--- config.mk ---
export PLATFORM = sky130hd
export DESIGN_NAME = countdown_timer
export DESIGN_NICKNAME = d
export VERILOG_FILES = /design/src/rtl/countdown_timer.sv
export SDC_FILE = /design/constraint.sdc
export NUM_CORES = 1
export LEC_CHECK = 0
export BUFFER_PORTS_ARGS = -buffer_cell sky130_fd_sc_hd__buf_4
export CORE_ASPECT_RATIO = 0.7
export CORE_MARGIN = 2
export CORE_UTILIZATION = 25
export CTS_CLUSTER_DIAMETER = 150
export DETAILED_ROUTE_END_ITERATION = 16
export SKIP_LAST_GASP = 1
export SLEW_MARGIN = 15
export SYNTH_ARGS = -nofsm -noshare
export SYNTH_HDL_FRONTEND = slang
export SYNTH_SLANG_ARGS = --single-unit
--- constraint.sdc ---
create_clock -name CP -period 6.1 [get_ports CP]
set_clock_uncertainty 0.1 [all_clocks]
set_input_delay 0.305 -clock CP [delete_from_list [all_inputs] [get_ports CP]]
set_output_delay 0.305 -clock CP [all_outputs]
set_load 0.01 [all_outputs]
--- src/rtl/countdown_timer.sv ---
// -----------------------------------------------------------------------------
// countdown_timer
//
// Loadable BCD MM:SS down-counter. It counts from a user-set time down to
// 00:00, one step per 1 Hz TICK. On reaching zero it pulses DONE for one
// clock and raises ALARM for ALARM_SECS ticks. It is the decrementing
// counterpart of the clock's up-counting digit chain. A borrow ripples from
// the seconds units up to the minutes tens.
//
// Ports:
//   CP                      system clock; all state changes on the rising edge
//   nCLR                    asynchronous active-low reset
//   TICK                    1 Hz enable, one CP cycle wide
//   LOAD                    load LD_* digits; ignored while running
//   LD_M1/LD_M0/LD_S1/LD_S0 load value, BCD; clamped to a legal time on load
//   START                   begin or resume counting from a non-zero value
//   STOP                    pause counting, or silence the alarm
//   M1/M0/S1/S0             remaining time, BCD, registered
//   RUNNING                 high while counting
//   DONE                    one-cycle pulse on the expiry edge
//   ALARM                   high while ringing
// -----------------------------------------------------------------------------
module countdown_timer #(
  parameter int unsigned ALARM_SECS = 10
) (
  input  logic       CP,
  input  logic       nCLR,
  input  logic       TICK,
  input  logic       LOAD,
  input  logic [3:0] LD_M1,
  input  logic [3:0] LD_M0,
  input  logic [3:0] LD_S1,
  input  logic [3:0] LD_S0,
  input  logic       START,
  input  logic       STOP,
  output logic [3:0] M1,
  output logic [3:0] M0,
  output logic [3:0] S1,
  output logic [3:0] S0,
  output logic       RUNNING,
  output logic       DONE,
  output logic       ALARM
);

  typedef enum logic [1:0] {IDLE, RUN, PAUSE, RING} state_t;

  typedef struct packed {
    logic [3:0] m1;
    logic [3:0] m0;
    logic [3:0] s1;
    logic [3:0] s0;
  } bcd_time_t;

  localparam logic [5:0] LAST_CNT = 6'(ALARM_SECS - 1);
  localparam bcd_time_t  T_ZERO   = '0;
  localparam bcd_time_t  T_ONE    = bcd_time_t'(16'h0001);

  state_t    state_q, state_d;
  bcd_time_t time_q,  time_d;
  logic      done_q,  done_d;
  logic [5:0] cnt_q,  cnt_d;

  function automatic logic [3:0] clamp_digit(input logic [3:0] d,
                                             input logic [3:0] max);
    return (d > max) ? max : d;
  endfunction

  // One-second BCD decrement. A digit at zero wraps to its maximum and
  // borrows from the next digit up. The minutes tens cannot underflow,
  // because 00:00 is never decremented.
  function automatic bcd_time_t bcd_dec(input bcd_time_t t);
    bcd_time_t r;
    r = t;
    if (t.s0 != 4'd0) r.s0 = t.s0 - 4'd1;
    else begin
      r.s0 = 4'd9;
      if (t.s1 != 4'd0) r.s1 = t.s1 - 4'd1;
      else begin
        r.s1 = 4'd5;
        if (t.m0 != 4'd0) r.m0 = t.m0 - 4'd1;
        else begin
          r.m0 = 4'd9;
          r.m1 = t.m1 - 4'd1;
        end
      end
    end
    return r;
  endfunction

  // NOTE: sequential state uses non-blocking assignments only, so every
  // flop samples the values from before this edge. Blocking assignments
  // here would create order-dependent races between the registers.
  always_ff @(posedge CP or negedge nCLR) begin
    if (!nCLR) begin
      state_q <= IDLE;
      time_q  <= T_ZERO;
      done_q  <= 1'b0;
      cnt_q   <= 6'd0;
    end else begin
      state_q <= state_d;
      time_q  <= time_d;
      done_q  <= done_d;
      cnt_q   <= cnt_d;
    end
  end

  // Event priority: LOAD > STOP > START > TICK. A LOAD that arrives while
  // running is ignored entirely, so lower-priority events still apply.
  always_comb begin
    // NOTE: every next-state signal gets a hold value first. Any path that
    // leaves a signal unassigned would otherwise infer a latch.
    state_d = state_q;
    time_d  = time_q;
    done_d  = 1'b0;
    cnt_d   = cnt_q;

    if (LOAD && state_q != RUN) begin
      state_d = IDLE;
      cnt_d   = 6'd0;
      time_d  = '{m1: clamp_digit(LD_M1, 4'd5), m0: clamp_digit(LD_M0, 4'd9),
                  s1: clamp_digit(LD_S1, 4'd5), s0: clamp_digit(LD_S0, 4'd9)};
    end else if (STOP) begin
      if (state_q == RUN) begin
        state_d = PAUSE;
      end else if (state_q == RING) begin
        state_d = IDLE;
        cnt_d   = 6'd0;
      end
    end else if (START) begin
      // A START cycle never decrements, even if TICK arrives with it.
      if ((state_q == IDLE || state_q == PAUSE) && time_q != T_ZERO)
        state_d = RUN;
    end else if (TICK) begin
      if (state_q == RUN) begin
        if (time_q == T_ONE) begin
          time_d  = T_ZERO;
          state_d = RING;
          done_d  = 1'b1;
          cnt_d   = 6'd0;
        end else begin
          time_d = bcd_dec(time_q);
        end
      end else if (state_q == RING) begin
        if (cnt_q == LAST_CNT) begin
          state_d = IDLE;
          cnt_d   = 6'd0;
        end else begin
          cnt_d = cnt_q + 6'd1;
        end
      end
    end
  end

  assign M1      = time_q.m1;
  assign M0      = time_q.m0;
  assign S1      = time_q.s1;
  assign S0      = time_q.s0;
  assign RUNNING = (state_q == RUN);
  assign ALARM   = (state_q == RING);
  assign DONE    = done_q;

endmodule

==> results.ini <==
[timing]
setup_viol = 0
worstMarginPinSlew_ns = 0.6166
fin_setup_tns_ns = 0
period_needed_ns = 2.418
hold_slack_ns = 0.1832
slew_violations = 0
rsz0062_at_grt = no
min_period_over_period_pct = 39.64
hold_viol_final = 0
fmax_ghz = 0.4135
slew_headroom_pct = 58.08

[clocking]
cts_resized = 0
clkLatencyLatePin_ns = 0.27
ctsLongestPathBuffers = 2
clk_pin_slew_ns = 0.09
h-tree-depth = 1
clock-sinks = 25
cts_buffers = 3
cts_tree = yes
cts_root_buf = clkbuf_8
postCtsSetupBuffers = 0

[finish]
antenna_cells = 0
syn2layout_area_growth_pct = 26.45
layout-drive-gt1-share_pct = 24.58
nNetsFinal = 268

[pwr]
power_density_nw_per_um2 = 377.1
leakage_nw = 0.9738
vdd_drop_max_mv = 0.1070

[placement]
finalWeightedCongestion = 0.8091
dpl.hpwl_mm = 3.492
port_buffers = 40

[route]
vias = 1597
ant_nets = 0
drt_wl_total_mm = 4.529
wl_per_cell_um = 13.72
drt-initial-drc-count = 75
drt-vias-per-instance = 4.839
firstDrtPassIters = 4
drc = 0

[hold_path]
hp-class = in -> reg

[flow_run]
max_cap_violations = 0

[floorplanning]
start_util_pct = 25.99
die_w_um = 104.4
fp.coreArea_um2 = 6788
rows = 25
fp.dieH_um = 74.29
die-area_um2 = 7756
io_pins = 41

[grt]
antenna_found_initial = 0
grt_pass1_wl_mm = 7.866
grt_max_degree = 26
grt-ovfl-total = 0
grt_pass1_vias = 1600
grt_usage_pct = 12.62

[setup_path]
max_stage_delay_ns = 0.42
crit_chain = inv_1 > ha_1 > nor3b_4 > nand4_4 > nor3b_2 > or2_1 > mux2_1
crit_path_end_kind = flip-flop
regToRegSetupSlack_ns = 3.68
cp.required_ns = 6.16
crit_path_max_fanout = 9
path_class = reg -> reg
crit_path_start_kind = flip-flop
critPathArrivalTime_ns = 2.48
slowest_stage = dfrtp_1

[yosys]
synth_warnings = 0
syn-mean-instance-area_um2 = 9.141
synthFlopType = dfrtp_1
synth_fp_nets = 224
synthCells = 193
async_reset_ff_share_pct = 100.0
synthDistinctLibCells = 53
yosysSeqAreaShare_pct = 35.46
synth_enable_flop_cells = 0
ys_seq_elements = 25
synth_area_um2 = 1764

[run_status]
status = finished clean

-- path summary, 6_finish.rpt --
check	depth (start not counted)	start	endpoint
worst min register to register	1	cnt_q[5]$_DFFE_PN0P_	cnt_q[5]$_DFFE_PN0P_
min in group asynchronous	2	nCLR	cnt_q[0]$_DFFE_PN0P_
worst max-delay path	7	M0[0]$_DFFE_PN0P_	cnt_q[1]$_DFFE_PN0P_
worst min-delay path	3	LD_S0[2]	S0[2]$_DFFE_PN0P_
max in group asynchronous	2	nCLR	M0[3]$_DFFE_PN0P_
worst max register to register	7	M0[0]$_DFFE_PN0P_	cnt_q[1]$_DFFE_PN0P_
-- timing repair --
action / CTS / global route
hold endpoints to repair: 25 / 0
setup endpoints to repair: 0 / 0
hold buffers: 1 / 0
-- layer usage --
layer	share of wire [%]	GRT usage, %
met1	53	18.02
met2	41	19.03
met3	4.7	3.155
met4	0.88	3.604
met5	0	0
-- where the power goes --
part / internal, W / total, W / switching, W
sequential: 0.000219 / 0.000303 / 0.0000834
clock: 0.0000467 / 0.000100 / 0.0000533
combinational: 0.000209 / 0.000439 / 0.000230
total: 0.000475 / 0.000841 / 0.000367
-- cell families after synthesis --
kind of cell / synth area share [%]
fa+ha+maj: 6.383
simple gates: 24.26
mux: 3.900
compound gates: 26.24
flops: 35.46
buf+inv: 3.759
-- flip-flops by register name (all words and copies together), names as in the netlist --
| name | cells |
|---|---|
| M0 | 4 |
| DONE | 1 |
| M1 | 4 |
| S0 | 4 |
| cnt_q | 6 |
| state_q | 2 |
| S1 | 4 |
-- Yosys cell counts (5+ instances only) --
cell type | instances | area (µm²)
nor2_1 | 21 | 78.83
inv_1 | 13 | 48.80
a31oi_1 | 5 | 31.28
o21ai_0 | 11 | 55.05
nor3_1 | 7 | 35.03
a21oi_1 | 8 | 40.04
nand2_1 | 15 | 56.30
ha_1 | 9 | 112.6
dfrtp_1 | 25 | 625.6
nand2b_1 | 5 | 31.28
-- worst max-delay path: cells and delay by family, from the launching register on --
| kind | cells | cell delay (ns) |
|---|---|---|
| fa+ha+maj | 1 | 0.21 |
| buf+inv | 1 | 0.12 |
| flops | 1 | 0.42 |
| mux | 1 | 0.32 |
| simple gates | 4 | 1.14 |
-- area by class of cell --
cell class	instances	area, µm²
clock buffers	4	45.04
fillers	737	4557
inverters	14	52.55
multi-input cells	151	1072
flip-flops and latches	25	625.6
well taps	94	117.6
repair buffers	42	317.8
-- per-stage QoR --
step                      area, µm²  worst slack (ns)  util (%)  instances  total power (W)
after CTS                      2231             3.680     32.87        330        0.0008500
final                          2231             3.682     32.87        330        0.0008413
after global routing           2231             3.519     32.87        330        0.0009222
after detailed placement       2176             3.699     32.06        325        0.0007436
after floorplan                1764             3.885         -        193        0.0005783
after global placement         2176             3.800     32.06        325        0.0007414
-- cell usage in the layout (no fill, tap or decap), types with 3 or more instances in the layout --
cell,synthesis,layout
a211o_1,3,3
a21oi_1,8,8
a22o_1,3,3
a31oi_1,5,5
and3_1,4,4
buf_4,0,41
clkbuf_8,0,3
dfrtp_1,25,25
ha_1,9,9
inv_1,13,13
mux2_1,3,3
nand2_1,15,15
nand2b_1,5,5
nor2_1,21,21
nor3_1,7,7
nor3b_2,3,3
nor4b_1,3,3
o21ai_0,11,11
o22ai_1,4,4
o2bb2ai_1,3,3
o31ai_1,4,4
Note: power is estimated with default switching activity, not from simulation.
